--- config.mk ---
export PLATFORM = sky130hd
export DESIGN_NAME = dcache_line_fill_ctrl_flat
export DESIGN_NICKNAME = d
export VERILOG_FILES = /design/src/rtl/dcache_line_fill_ctrl_if.sv /design/src/rtl/dcache_line_fill_ctrl.sv /design/src/flat_wrapper.sv
export SDC_FILE = /design/constraint.sdc
export NUM_CORES = 1
export LEC_CHECK = 0
export CAP_MARGIN = 20
export CORE_MARGIN = 2
export CORE_UTILIZATION = 41
export CTS_CLUSTER_DIAMETER = 200
export CTS_CLUSTER_SIZE = 10
export DETAILED_ROUTE_END_ITERATION = 16
export GPL_TIMING_DRIVEN = 0
export HOLD_SLACK_MARGIN = 0.12
export PLACE_DENSITY_LB_ADDON = 0.2
export RECOVER_POWER = 25
export SYNTH_ARGS = -nofsm -noshare
export SYNTH_HDL_FRONTEND = slang
export SYNTH_SLANG_ARGS = --single-unit
--- constraint.sdc ---
create_clock -name clk_i -period 2.4 [get_ports clk_i]
set_clock_uncertainty 0.05 [all_clocks]
set_input_delay 0.48 -clock clk_i [delete_from_list [all_inputs] [get_ports clk_i]]
set_output_delay 0.48 -clock clk_i [all_outputs]
set_load 0.05 [all_outputs]
--- src/rtl/dcache_line_fill_ctrl_if.sv ---
// rtl/dcache_line_fill_ctrl_if.sv - cache-side fill handshake and word-wide memory port
interface dcache_line_fill_ctrl_if #(
    parameter int WORDS = 4
);
    logic                  fill_req;
    logic                  fill_ready;
    logic [31:0]           fill_addr;
    logic                  victim_dirty;
    logic [31:0]           victim_addr;
    logic [WORDS*32-1:0]   victim_data;
    logic                  busy;
    logic                  fill_done;
    logic [WORDS*32-1:0]   line_data;
    logic                  mem_req;
    logic                  mem_we;
    logic [31:0]           mem_addr;
    logic [31:0]           mem_wdata;
    logic                  mem_ack;
    logic [31:0]           mem_rdata;

    modport master (
        output fill_req, fill_addr, victim_dirty, victim_addr, victim_data, mem_ack, mem_rdata,
        input  fill_ready, busy, fill_done, line_data, mem_req, mem_we, mem_addr, mem_wdata
    );

    modport slave (
        input  fill_req, fill_addr, victim_dirty, victim_addr, victim_data, mem_ack, mem_rdata,
        output fill_ready, busy, fill_done, line_data, mem_req, mem_we, mem_addr, mem_wdata
    );
endinterface

--- src/rtl/dcache_line_fill_ctrl.sv ---
// rtl/dcache_line_fill_ctrl.sv - dirty-victim writeback then word-by-word line refill engine
module dcache_line_fill_ctrl #(
    parameter int WORDS = 4
) (
    input  logic                     clk_i,
    input  logic                     rst_i,
    dcache_line_fill_ctrl_if.slave   bus_if
);
    localparam int OFF_W = $clog2(WORDS) + 2;
    localparam int CNT_W = $clog2(WORDS);

    localparam logic [1:0] ST_IDLE = 2'd0;
    localparam logic [1:0] ST_WB   = 2'd1;
    localparam logic [1:0] ST_RD   = 2'd2;
    localparam logic [1:0] ST_DONE = 2'd3;

    logic [1:0]          state_q, state_d;
    logic [CNT_W-1:0]    cnt_q, cnt_d;
    logic [31:0]         fill_base_q, fill_base_d;
    logic [31:0]         victim_base_q, victim_base_d;
    logic [WORDS*32-1:0] victim_data_q, victim_data_d;
    logic [WORDS*32-1:0] line_q, line_d;

    logic        in_xfer;
    logic        ack;
    logic        last_word;
    logic [31:0] word_off;

    assign in_xfer   = (state_q == ST_WB) || (state_q == ST_RD);
    assign ack       = in_xfer && bus_if.mem_ack;
    assign last_word = (cnt_q == CNT_W'(WORDS - 1));
    assign word_off  = {{(32-OFF_W){1'b0}}, cnt_q, 2'b00};

    always_comb begin
        state_d       = state_q;
        cnt_d         = cnt_q;
        fill_base_d   = fill_base_q;
        victim_base_d = victim_base_q;
        victim_data_d = victim_data_q;
        line_d        = line_q;
        case (state_q)
            ST_IDLE: begin
                if (bus_if.fill_req) begin
                    fill_base_d   = {bus_if.fill_addr[31:OFF_W], {OFF_W{1'b0}}};
                    victim_base_d = {bus_if.victim_addr[31:OFF_W], {OFF_W{1'b0}}};
                    victim_data_d = bus_if.victim_data;
                    cnt_d         = '0;
                    state_d       = bus_if.victim_dirty ? ST_WB : ST_RD;
                end
            end
            ST_WB: begin
                if (ack) begin
                    // counter wraps to zero on the last word, ready for the read phase
                    cnt_d = cnt_q + 1'b1;
                    if (last_word) begin
                        state_d = ST_RD;
                    end
                end
            end
            ST_RD: begin
                if (ack) begin
                    line_d[int'(cnt_q)*32 +: 32] = bus_if.mem_rdata;
                    cnt_d = cnt_q + 1'b1;
                    if (last_word) begin
                        state_d = ST_DONE;
                    end
                end
            end
            default: begin
                state_d = ST_IDLE;
            end
        endcase
    end

    always_ff @(posedge clk_i) begin
        if (rst_i) begin
            state_q       <= ST_IDLE;
            cnt_q         <= '0;
            fill_base_q   <= '0;
            victim_base_q <= '0;
            victim_data_q <= '0;
            line_q        <= '0;
        end else begin
            state_q       <= state_d;
            cnt_q         <= cnt_d;
            fill_base_q   <= fill_base_d;
            victim_base_q <= victim_base_d;
            victim_data_q <= victim_data_d;
            line_q        <= line_d;
        end
    end

    // Memory-port outputs are decoded from registered state so they hold steady across waits.
    always_comb begin
        bus_if.mem_addr  = '0;
        bus_if.mem_wdata = '0;
        if (state_q == ST_WB) begin
            bus_if.mem_addr  = victim_base_q + word_off;
            bus_if.mem_wdata = victim_data_q[int'(cnt_q)*32 +: 32];
        end else if (state_q == ST_RD) begin
            bus_if.mem_addr  = fill_base_q + word_off;
        end
    end

    assign bus_if.mem_req    = in_xfer;
    assign bus_if.mem_we     = (state_q == ST_WB);
    assign bus_if.fill_ready = (state_q == ST_IDLE);
    assign bus_if.busy       = (state_q != ST_IDLE) || bus_if.fill_req;
    assign bus_if.fill_done  = (state_q == ST_DONE);
    assign bus_if.line_data  = line_q;
endmodule

--- src/flat_wrapper.sv ---
// flat-port wrapper written by rule: the top's interface ports become plain ports
module dcache_line_fill_ctrl_flat 
#(
    parameter int WORDS = 4
)
  (clk_i, rst_i, bus_if_fill_req, bus_if_fill_addr, bus_if_victim_dirty, bus_if_victim_addr, bus_if_victim_data, bus_if_mem_ack, bus_if_mem_rdata, bus_if_fill_ready, bus_if_busy, bus_if_fill_done, bus_if_line_data, bus_if_mem_req, bus_if_mem_we, bus_if_mem_addr, bus_if_mem_wdata);
  dcache_line_fill_ctrl_if #(.WORDS(WORDS)) bus_if_i ();
  input  logic clk_i;
  input  logic rst_i;
  input wire logic [$bits(bus_if_i.fill_req)-1:0] bus_if_fill_req;
  input wire logic [$bits(bus_if_i.fill_addr)-1:0] bus_if_fill_addr;
  input wire logic [$bits(bus_if_i.victim_dirty)-1:0] bus_if_victim_dirty;
  input wire logic [$bits(bus_if_i.victim_addr)-1:0] bus_if_victim_addr;
  input wire logic [$bits(bus_if_i.victim_data)-1:0] bus_if_victim_data;
  input wire logic [$bits(bus_if_i.mem_ack)-1:0] bus_if_mem_ack;
  input wire logic [$bits(bus_if_i.mem_rdata)-1:0] bus_if_mem_rdata;
  output wire logic [$bits(bus_if_i.fill_ready)-1:0] bus_if_fill_ready;
  output wire logic [$bits(bus_if_i.busy)-1:0] bus_if_busy;
  output wire logic [$bits(bus_if_i.fill_done)-1:0] bus_if_fill_done;
  output wire logic [$bits(bus_if_i.line_data)-1:0] bus_if_line_data;
  output wire logic [$bits(bus_if_i.mem_req)-1:0] bus_if_mem_req;
  output wire logic [$bits(bus_if_i.mem_we)-1:0] bus_if_mem_we;
  output wire logic [$bits(bus_if_i.mem_addr)-1:0] bus_if_mem_addr;
  output wire logic [$bits(bus_if_i.mem_wdata)-1:0] bus_if_mem_wdata;
  assign bus_if_i.fill_req = bus_if_fill_req;
  assign bus_if_i.fill_addr = bus_if_fill_addr;
  assign bus_if_i.victim_dirty = bus_if_victim_dirty;
  assign bus_if_i.victim_addr = bus_if_victim_addr;
  assign bus_if_i.victim_data = bus_if_victim_data;
  assign bus_if_i.mem_ack = bus_if_mem_ack;
  assign bus_if_i.mem_rdata = bus_if_mem_rdata;
  assign bus_if_fill_ready = bus_if_i.fill_ready;
  assign bus_if_busy = bus_if_i.busy;
  assign bus_if_fill_done = bus_if_i.fill_done;
  assign bus_if_line_data = bus_if_i.line_data;
  assign bus_if_mem_req = bus_if_i.mem_req;
  assign bus_if_mem_we = bus_if_i.mem_we;
  assign bus_if_mem_addr = bus_if_i.mem_addr;
  assign bus_if_mem_wdata = bus_if_i.mem_wdata;
  dcache_line_fill_ctrl #(.WORDS(WORDS)) u_core (.clk_i(clk_i), .rst_i(rst_i), .bus_if(bus_if_i));
endmodule
# == Word level (Yosys, flattened, before mapping) ==
# Cells that the tools add are included.
# W data, S select, Z words.
# classes
addsub,4
n_eq_ne,10
shifts,3
n_mux,14
n_reduce_logical,11
# op_table
cell,n
$bwmux W128,1
$shift A32 B33 Y128 const A,1
$shiftx A128 B8 Y32,1
$shiftx A32 B33 Y128,1
$mux W32,3
$add A32 B4 Y32,2
$neg A7 Y33,1
$mux W2,8
$ne A2 B1 Y1 const B,5
$eq A2 B2 Y1 const B,3
$pmux W2 S3,1
$reduce_and A5 Y1,1
$pmux W2 S2,1
$reduce_and A2 Y1,2
$reduce_bool A2 Y1,2
$reduce_and A3 Y1,1
$add A2 B1 Y2 const B,1
$eq A2 B1 Y1 const B,1
$logic_not A2 Y1,1
$logic_or A1 B1 Y1,2
$ne A2 B2 Y1 const B,1
$reduce_or A2 Y1,1
$logic_and A1 B1 Y1,1
# totals
regBits,316
input_bits,229
output_inout_bits,197
wordCells,48

# == Logic depth before layout (Yosys ltp) ==
# Gate-level depths: netlist (run 1).
# logic_depth
ltp_word,5
ltp_mapped,9
mapped_depth_nobuf,6

# == Least setup slack after synthesis (run 1) ==
# Ideal clock, no wire load.
# synth_timing
path_type,register -> output
startpoint,register u_core.state_q[0]
endpoint,output port bus_if_mem_addr[12]
t_arrival_ns,2.507
required_time_ns,1.870
setup_slack_ns,-0.637
stages_incl_launch_ff,8
n_path_buf,3
cell_sequence,dfxtp_1 -> inv_1 -> ha_1 -> buf_2 -> clkbuf_1 -> clkbuf_1 -> nand2_1 -> o21ai_0
# synth_via
elab_chain_cells,3
elab_cells_between_ends,4
classes_between,eq/ne (2); mux (2)
# synth_lines
element,line,source
start: declaration,dcache_line_fill_ctrl.sv:17,"logic [1:0] state_q, state_d;"
start signal: assignment,dcache_line_fill_ctrl.sv:84,state_q <= state_d;
$eq A2 B2 Y1,dcache_line_fill_ctrl.sv:100,end else if (state_q == ST_RD) begin
$mux W32,dcache_line_fill_ctrl.sv:100,
$mux W32 (*),dcache_line_fill_ctrl.sv:97,if (state_q == ST_WB) begin
end: declaration,flat_wrapper.sv:23,output wire logic [$bits(bus_if_i.mem_addr)-1:0] bus_if_mem_addr;
# Mark *: on every way between the ends. The rest lies on a longest branch, timed or not.

# == Worst setup path after layout (run 1) ==
# layout_timing
startpoint,register u_core.cnt_q[0]
endpoint,output port bus_if_mem_wdata[13]
# layout_via
elab_chain_cells,2
# layout_lines
element,line,source
start: declaration,dcache_line_fill_ctrl.sv:18,"logic [CNT_W-1:0] cnt_q, cnt_d;"
start signal: assignment,dcache_line_fill_ctrl.sv:85,cnt_q <= cnt_d;
$shiftx A128 B8 Y32,dcache_line_fill_ctrl.sv:99,bus_if.mem_wdata = victim_data_q[int'(cnt_q)*32 +: 32];
$mux W32,dcache_line_fill_ctrl.sv:97,
end: declaration,flat_wrapper.sv:24,output wire logic [$bits(bus_if_i.mem_wdata)-1:0] bus_if_mem_wdata;
# Every way passes these cells.

==> results of run 1 <==
per-layer routing:
layer  track usage (%)  share of wire, %
met1              35.1                41
met3              5.98               8.1
met4              11.5               3.9
met5                 0             0.064
met2              44.9                47
power groups by stage:
| stage | Combinational [uW] | Sequential [uW] | Clock (uW) |
|---|---|---|---|
| after floorplan | 2670 | 6320 | 0 |
| after global placement | 4390 | 6170 | 0 |
| after detailed placement | 4450 | 6190 | 0 |
| after CTS | 5090 | 6100 | 4930 |
| after global routing | 5630 | 6180 | 5130 |
| final | 5250 | 6120 | 4850 |
repair_timing:
item,CTS,global route
cloned,5,1
setup endpoints to repair,248,211
hold endpoints to repair,0,0
resized for setup,563,71
pin swaps,16,23
setup buffers,13,5
registers in the layout, summed over array words and instances (netlist names):
register / flops
u_core.bus_if.line_data: 128
u_core.cnt_q: 2
u_core.fill_base_q: 28
u_core.state_q: 2
u_core.victim_base_q: 28
u_core.victim_data_q: 128
synthesized netlist by cell type, types with 7 or more instances:
| library cell | count | area (sq um) |
|---|---|---|
| and2_1 | 33 | 206 |
| clkbuf_1 | 87 | 327 |
| a22oi_1 | 128 | 961 |
| o21ai_0 | 29 | 145 |
| buf_2 | 13 | 65.1 |
| buf_1 | 7 | 26.3 |
| dfxtp_1 | 316 | 6330 |
| nor2_1 | 135 | 507 |
| nand2_1 | 426 | 1600 |
| a21oi_1 | 186 | 931 |
| ha_1 | 11 | 138 |
| mux4_2 | 32 | 721 |
| buf_4 | 9 | 67.6 |
final cells by class:
class / instances / area, sq um / share of cell area, %
Sequential cell: 316 / 6340 / 33.4
Clock buffer: 37 / 926 / 4.88
Inverter: 6 / 26.3 / 0.138
Timing Repair Buffer: 438 / 4490 / 23.6
Buffer: 121 / 816 / 4.30
Tap cell: 390 / 488 / 2.57
Multi-Input combinational cell: 1007 / 5830 / 30.7
Antenna cell: 7 / 17.5 / 0.0923
Clock inverter: 3 / 47.5 / 0.250
worst min path at each step:
stage | to | slack (ns) | depth (start not counted)
6_report | u_core.fill_base_q[29] | 0.40 | 2
4_1_cts | u_core.victim_data_q[89] | 0.40 | 2
3_5_place_dp | u_core.victim_data_q[89] | 0.39 | 2
2_1_floorplan | u_core.victim_data_q[64] | 0.38 | 2
5_1_grt | u_core.fill_base_q[29] | 0.42 | 2
3_3_place_gp | u_core.victim_data_q[91] | 0.39 | 2
logic make-up (layout without fill, tap and decap cells):
kind of cell             count (synthesis)  in the layout  synth area share, %
adder cells (fa/ha/maj)                 11             11                 1.11
AO/OA/AOI/OAI                          345            345                 16.6
other                                    1              9               0.0304
multiplexers                            35             35                 6.08
buffers and inverters                  128            605                 4.66
AND/OR/NAND/NOR                        614            614                 20.3
flip-flops                             316            316                 51.2
per-stage QoR:
step	setup TNS, ns	std cells	setup slack (ns)	util (%)
after floorplan	-0.415	1451	-0.0257	-
after global placement	-188.57	2255	-1.01	57.6
after detailed placement	-195.42	2255	-1.05	57.6
after CTS	-4.79	2313	-0.193	63.2
after global routing	-29.44	2324	-0.206	64.0
final	-6.47	2325	-0.151	64.0
worst max-delay path: cells and delay by family, from the launching register on:
| family | cells | cell delay, ns |
|---|---|---|
| flops | 1 | 0.36 |
| simple gates | 1 | 0.18 |
| buf+inv | 3 | 0.46 |
| mux | 1 | 0.51 |
==> results.json, run 1 <==
{
  "status": "complete, but fails checks",
  "violations": "setup timing",
  "syn_to_final_growth_pct": 53.7,
  "tritoncts": "yes",
  "clkPwrFrac_pct": 29.9,
  "clock_sinks": 316,
  "crit_path_frequent_cell": "buf_12",
  "postRouteWirelength_mm": 45.4,
  "mostFrequentLayoutCell": "nand2_1",
  "vdd_drop_max_uv": 484,
  "rsz0062_at_grt": "true",
  "cts_inserted_buffers": 37,
  "core-area_sq_mm": 0.0296,
  "net-switching-power_uw": 5430,
  "grt-ovfl-total": 0,
  "synth_edf_count": 0,
  "maxCapViolations": 0,
  "final_cell_mix": "nand2_1, dfxtp_1, clkdlybuf4s50_1, a21oi_1, nor2_1",
  "r2r_end": "u_core.victim_data_q[122]",
  "drive_gt1_share_pct": 16.0,
  "finalCritPeriodShare_pct": 106,
  "hold_ws_ns": 0.401,
  "finalPower_uw": 16200,
  "max_slew_margin_pct": 49.6,
  "clock_latency_ns": 0.50,
  "die_width_um": 178,
  "grt_pass1_vias": 12000,
  "antenna_found_initial": 8,
  "wl_per_cell_um": 19.5,
  "post-route-min-period_ns": 2.55,
  "crit_path_cell_trace": "buf_12 -> buf_12 -> mux4_2 -> and2_4 -> buf_6",
  "ys.flop_type": "dfxtp_1",
  "critPathLaunch": "u_core.cnt_q[0]",
  "synth_cell_types": 29,
  "critPathArrivalTime_ns": 2.02,
  "fin_area_sq_mm": 0.0190,
  "max_freq_mhz": 392,
  "p_leak_uw": 0.00740,
  "comb_power_share_pct": 32.4,
  "dieHeight_um": 178,
  "swShare_pct": 33.5,
  "clk_pin_slew_ns": 0.05,
  "crit_fanout": 10,
  "hold_violations": 0,
  "crit_path_start_kind": "register",
  "portBuffers": 414,
  "track_usage_pct": 27.5,
  "drt_iter0_drc": 881,
  "critical_path.reg2reg.startpoint": "u_core.state_q[0]",
  "place.gp.congestion": 0.844,
  "avgSynthCellArea_sq_um": 8.52,
  "endpoint_kind": "output port",
  "p_per_area_mw_per_mm2": 855,
  "num-nets-final": 2167,
  "cts_root_buf": "clkbuf_16",
  "internal_power_uw": 10800,
  "pwr-share-seq_pct": 37.7,
  "rows": 63,
  "cp-endpoint": "bus_if_mem_wdata[13]",
  "grt_pass1_wl_mm": 66.6,
  "hold_path.class": "reg2reg",
  "viasPerCell": 5.32,
  "drtAntennaViolNets": 0,
  "cts_hold_buf": 0,
  "worstPathRequired_ns": 1.87,
  "r2r_slack_ns": -0.08,
  "cts-htree-levels": 2,
  "ys_ff_latch": 316,
  "path_class": "reg2out",
  "ys_seq_area_share_pct": 51.2,
  "clockBufferDepth": 3,
  "die_area_sq_mm": 0.0315,
  "finalMaxSlewViolations": 0,
  "ios": 426,
  "vias": 12400,
  "drc_errors": 0,
  "worst_slack_ns": -0.151,
  "syn_area_sq_mm": 0.0124,
  "place_hpwl_mm": 33.0,
  "grt_max_degree": 11,
  "hold_start": "u_core.fill_base_q[29]",
  "fillCellCount": 2567,
  "async_reset_ff_share_pct": 0,
  "dpl-instance-area_sq_mm": 0.0171,
  "dr.pass1.iters": 6,
  "critical_path.slowest_cell": "mux4_2",
  "tightest_slew_ns": 0.756,
  "synth_cells": 1450,
  "setup_violations": 109,
  "initial_core_util_pct": 41.7,
  "max_stage_delay_ns": 0.51,
  "ys_warn_count": 0,
  "worstRegToRegCells": 8
}
(Power assumes the default switching activity.)
==> run 2: changes to the inputs <==
Settings changed: CORE_AREA set to 2 2 164 166, CORE_MARGIN 2 to unset, CORE_UTILIZATION 41 to unset, DIE_AREA set to 0 0 166 168, DONT_BUFFER_PORTS set to 1.
==> run 2 against run 1 <==
  * The run still ends with setup timing left
  * Flip-flop and latch count is the same
  * Largest cell class unchanged
  * Largest power group unchanged
  * Final cell count down 11%
  * Power grew 0.42%
  * Fmax grew 0.80%
  * Highest routed layer is now met4
==> results.json, run 2 (same netlist as run 1, synthesis figures left out) <==
{
  "status": "complete, but fails checks",
  "violations": "setup timing",
  "grt_max_degree": 11,
  "clock_sinks": 316,
  "holdPathStages": 2,
  "die_area_sq_mm": 0.0279,
  "mostFrequentLayoutCell": "nand2_1",
  "worstRegToRegCells": 11,
  "max_slew_margin_pct": 42.5,
  "critical_path.reg2reg.startpoint": "u_core.cnt_q[0]",
  "worstPathRequired_ns": 1.87,
  "tritoncts": "yes",
  "final_cell_mix": "nand2_1, dfxtp_1, dlygate4sd3_1, a21oi_1, nor2_1",
  "crit_fanout": 6,
  "place.gp.congestion": 0.859,
  "core-area_sq_mm": 0.0264,
  "hold_path.class": "in2reg",
  "drt_iter0_drc": 987,
  "internal_power_uw": 10700,
  "r2r_end": "u_core.bus_if.line_data[70]",
  "r2r_slack_ns": 0.11,
  "vias": 12200,
  "cts_root_buf": "clkbuf_16",
  "portBuffers": 0,
  "post-route-min-period_ns": 2.53,
  "grt-ovfl-total": 0,
  "max_freq_mhz": 395,
  "path_class": "reg2out",
  "ios": 426,
  "dr.pass1.iters": 6,
  "swShare_pct": 34.6,
  "clkPwrFrac_pct": 30.9,
  "cp-endpoint": "bus_if_mem_addr[9]",
  "grt_pass1_vias": 12000,
  "finalPower_uw": 16300,
  "hold_violations": 0,
  "crit_path_start_kind": "register",
  "clock_latency_ns": 0.51,
  "maxCapViolations": 0,
  "p_per_area_mw_per_mm2": 948,
  "drc_errors": 0,
  "pwr-share-seq_pct": 39.1,
  "viasPerCell": 5.85,
  "die_width_um": 166,
  "comb_power_share_pct": 30.0,
  "setup_violations": 63,
  "hold_start": "bus_if_victim_data[97]",
  "syn_to_final_growth_pct": 39.2,
  "wl_per_cell_um": 22.3,
  "track_usage_pct": 31.3,
  "finalMaxSlewViolations": 0,
  "net-switching-power_uw": 5640,
  "rows": 60,
  "critPathArrivalTime_ns": 2.00,
  "finalCritPeriodShare_pct": 105,
  "grt_pass1_wl_mm": 68.7,
  "clk_pin_slew_ns": 0.06,
  "dieHeight_um": 168,
  "p_leak_uw": 0.00654,
  "tightest_slew_ns": 0.862,
  "worst_slack_ns": -0.131,
  "num-nets-final": 1974,
  "antenna_found_initial": 2,
  "vdd_drop_max_uv": 640,
  "drtAntennaViolNets": 0,
  "cts_inserted_buffers": 37,
  "endpoint_kind": "output port",
  "postRouteWirelength_mm": 46.3,
  "drive_gt1_share_pct": 15.4,
  "critPathLaunch": "u_core.state_q[1]",
  "fin_tns_setup_ns": -4.00,
  "cts-htree-levels": 2,
  "place_hpwl_mm": 29.7,
  "initial_core_util_pct": 46.9,
  "clockBufferDepth": 3,
  "rsz0062_at_grt": "true"
}
[run 2: cell types whose count changed in the layout (fill, tap and decap cells not counted), sizes merged]
cell	change
clkdlybuf4s50	-307
inv	-2
dlygate4sd2	-3
clkbuf	-1
clkinvlp	+1
dlygate4sd3	+175
diode	-5
clkdlybuf4s15	-1
buf	-54
[run 2: critical path, cell delays in order (launching register included)]
cell and delay, ns:
dfxtp_4 0.37, inv_4 0.04, ha_4 0.23, clkbuf_16 0.20, clkbuf_16 0.17, buf_4 0.14
o21ai_4 0.33
[run 2: final cells by class]
cell class	count	area [sq um]
Buffer	122	845
Clock buffer	39	976
Inverter	6	32.5
Clock inverter	2	38.8
Timing Repair Buffer	244	2470
Sequential cell	316	6340
Multi-Input combinational cell	1007	6060
Fill cell	2062	9160
Antenna cell	2	5.00
Tap cell	341	427
[run 2: timing repair]
action	CTS	global route
hold buffers	214	1
setup buffers	17	6
setup endpoints to repair	352	277
gates resized for setup	215	44
gates cloned	5	1
pin swaps	48	27
hold endpoints to repair	310	1
[run 2: worst min path at each step]
stage                                     endpoint  slack (ns)
final                     u_core.victim_data_q[97]        0.13
after global routing      u_core.victim_data_q[97]        0.16
after CTS                 u_core.victim_data_q[97]        0.12
after detailed placement  u_core.victim_data_q[81]        0.39
after global placement    u_core.victim_data_q[89]        0.39
after floorplan           u_core.victim_data_q[64]        0.38
[run 2: metal layers]
layer  part of all wire (%)  wire, um  track usage (%)
met5                      0         0                0
met4                    5.2      2410             15.9
met3                    8.5      3940             7.95
met2                     48     22000             51.8
met1                     39     17900             38.1
[run 2: stage by stage]
stage | instances | instance area [sq um] | hold WS (ns) | util [%] | setup slack (ns)
after floorplan | 1451 | 12400 | 0.383 | - | -0.0257
after global placement | 1792 | 12900 | 0.390 | 48.8 | -0.828
after detailed placement | 1792 | 12900 | 0.393 | 48.8 | -0.858
after CTS | 2069 | 17000 | 0.124 | 64.4 | -0.140
after global routing | 2079 | 17200 | 0.160 | 65.2 | -0.164
final | 2079 | 17200 | 0.125 | 65.2 | -0.131
[run 2: power groups by stage]
stage	clock network (uW)	registers, uW	logic [uW]
3_5_place_dp	0	6430	3500
2_1_floorplan	0	6320	2670
6_report	5030	6370	4890
3_3_place_gp	0	6410	3450
4_1_cts	5070	6340	4620
5_1_grt	5250	6420	5220
==> run 3: changes to the inputs <==
Settings changed: CORE_AREA 2 2 164 166 to unset, CORE_MARGIN set to 10, CORE_UTILIZATION set to 57, DIE_AREA 0 0 166 168 to unset.
==> run 3 against run 2 <==
  * The run still ends with setup timing left
  * Clock power is 2% lower
  * Sequential share of layout area hardly changed
  * Critical endpoint is now bus_if_mem_addr[21]
  * Largest power group unchanged
  * Setup slack worse by 0.026 ns
  * Sequential power is 0.9% higher
  * Critical path depth is 1 higher
==> results.json, run 3 (same netlist as run 1, synthesis figures left out) <==
{
  "status": "complete, but fails checks",
  "violations": "setup timing",
  "max_slew_margin_pct": 45.6,
  "setup_violations": 62,
  "swShare_pct": 35.6,
  "clockBufferDepth": 3,
  "die_width_um": 167,
  "finalMaxSlewViolations": 0,
  "place_hpwl_mm": 32.3,
  "track_usage_pct": 34.0,
  "post-route-min-period_ns": 2.56,
  "p_leak_uw": 0.00655,
  "clkPwrFrac_pct": 30.0,
  "maxCapViolations": 0,
  "worstRegToRegCells": 10,
  "worstPathRequired_ns": 1.87,
  "path_class": "reg2out",
  "cts-htree-levels": 2,
  "syn_to_final_growth_pct": 39.0,
  "die_area_sq_mm": 0.0280,
  "fillCellCount": 1161,
  "crit_path_cell_trace": "inv_4 -> ha_4 -> clkbuf_16 -> clkbuf_16 -> clkbuf_16 -> nand2_2 -> o21ai_4",
  "clock_sinks": 316,
  "pwr-share-seq_pct": 39.1,
  "max_stage_delay_ns": 0.36,
  "endpoint_kind": "output port",
  "core-area_sq_mm": 0.0212,
  "num-nets-final": 1980,
  "max_freq_mhz": 391,
  "hold_violations": 0,
  "drive_gt1_share_pct": 16.2,
  "dieHeight_um": 167,
  "r2r_end": "u_core.bus_if.line_data[26]",
  "worst-path-buf-inv": 4,
  "hold_start": "bus_if_mem_rdata[26]",
  "drc_errors": 0,
  "rsz0062_at_grt": "true",
  "place.gp.congestion": 0.897,
  "final_cells": 2027,
  "grt-ovfl-total": 0,
  "postRouteWirelength_mm": 52.9,
  "tightest_slew_ns": 0.817,
  "drt_iter0_drc": 1871,
  "net-switching-power_uw": 5850,
  "cts_root_buf": "clkbuf_16",
  "hold_path.class": "in2reg",
  "crit_path_start_kind": "register",
  "p_per_area_mw_per_mm2": 958,
  "critPathArrivalTime_ns": 2.03,
  "cts_inserted_buffers": 37,
  "wl_per_cell_um": 26.1,
  "vias": 13000,
  "critical_path.slowest_cell": "dfxtp_4",
  "finalCritPeriodShare_pct": 107,
  "mostFrequentLayoutCell": "nand2_1",
  "drtAntennaViolNets": 0,
  "grt_pass1_vias": 12700,
  "holdPathStages": 2,
  "ios": 426,
  "dp_cells": 1727,
  "dr.pass1.iters": 8,
  "clock_latency_ns": 0.51,
  "critical_path.reg2reg.startpoint": "u_core.cnt_q[0]",
  "worst_slack_ns": -0.157,
  "dp_slack_ns": -0.926,
  "grt_pass1_wl_mm": 76.3,
  "finalPower_uw": 16500,
  "antenna_found_initial": 8,
  "r2r_slack_ns": 0.01,
  "portBuffers": 0,
  "final_cell_mix": "nand2_1, dfxtp_1, dlygate4sd3_1, a21oi_1, nor2_1",
  "rows": 53,
  "hold_path_end": "u_core.bus_if.line_data[122]",
  "internal_power_uw": 10600,
  "crit_path_frequent_cell": "clkbuf_16",
  "crit_family": "buffers and inverters",
  "tritoncts": "yes",
  "grt_max_degree": 12,
  "clk_pin_slew_ns": 0.06,
  "crit_fanout": 6,
  "viasPerCell": 6.40,
  "fin_tns_setup_ns": -4.92,
  "comb_power_share_pct": 30.9,
  "vdd_drop_max_uv": 1090,
  "initial_core_util_pct": 58.4
}
==> run 3: cell types whose count changed in the layout (fill, tap and decap cells not counted), sizes merged <==
cell,before,now
diode,2,11
inv,5,6
dlygate4sd3,215,216
clkbuf,133,134
buf,57,59
==> run 3: routing by layer <==
layer | up-vias | global-route usage (%) | part of all wire [%]
li1 | 5459 | - | -
met1 | 6126 | 38.6 | 34
met2 | 1098 | 58.2 | 49
met3 | 297 | 8.90 | 11
met4 | 0 | 16.4 | 6.3
met5 | - | 0 | 0
==> run 3: area by class of cell <==
| type | count | area [sq um] | area share (%) |
|---|---|---|---|
| tap | 275 | 344 | 2.00 |
| clock inverter | 3 | 47.5 | 0.277 |
| antenna | 11 | 27.5 | 0.160 |
| sequential | 316 | 6340 | 36.9 |
| timing repair buffer | 250 | 2540 | 14.8 |
| buffer | 122 | 848 | 4.94 |
| clock buffer | 37 | 926 | 5.39 |
| inverter | 6 | 35.0 | 0.204 |
| multi-input combinational | 1007 | 6060 | 35.3 |
==> run 3: worst max-delay path by stage <==
stage	depth (start not counted)	slack [ns]	to	start
final	7	-0.16	bus_if_mem_addr[21]	u_core.state_q[1]
after global routing	7	-0.17	bus_if_mem_addr[21]	u_core.state_q[1]
after CTS	7	-0.09	bus_if_mem_addr[29]	u_core.state_q[1]
after detailed placement	9	-0.93	u_core.bus_if.line_data[122]	u_core.cnt_q[1]
after global placement	9	-0.84	u_core.bus_if.line_data[106]	u_core.cnt_q[1]
after floorplan	6	-0.03	bus_if_mem_addr[10]	u_core.state_q[1]
==> run 3: through the flow <==
step | hold slack, ns | cell area, sq um | utilization [%]
6_report | 0.129 | 17200 | 81.2
5_1_grt | 0.122 | 17200 | 81.1
4_1_cts | 0.121 | 16900 | 79.7
3_5_place_dp | 0.394 | 12800 | 60.5
3_3_place_gp | 0.389 | 12800 | 60.4
2_1_floorplan | 0.383 | 12400 | -
==> run 3: what timing repair did <==
action,4_1_cts,5_1_grt
hold buffers,216,0
cloned,5,4
setup buffers,16,8
pin swaps,39,28
gates resized for setup,215,56
endpoints found under the hold margin,311,0
setup endpoints to repair,352,246
==> run 3: power groups by stage <==
stage	Sequential, uW	Clock [uW]	Combinational, uW
2_1_floorplan	6320	0	2670
3_3_place_gp	6420	0	3380
6_report	6430	4940	5080
4_1_cts	6350	4880	4550
5_1_grt	6450	5130	5340
3_5_place_dp	6440	0	3460
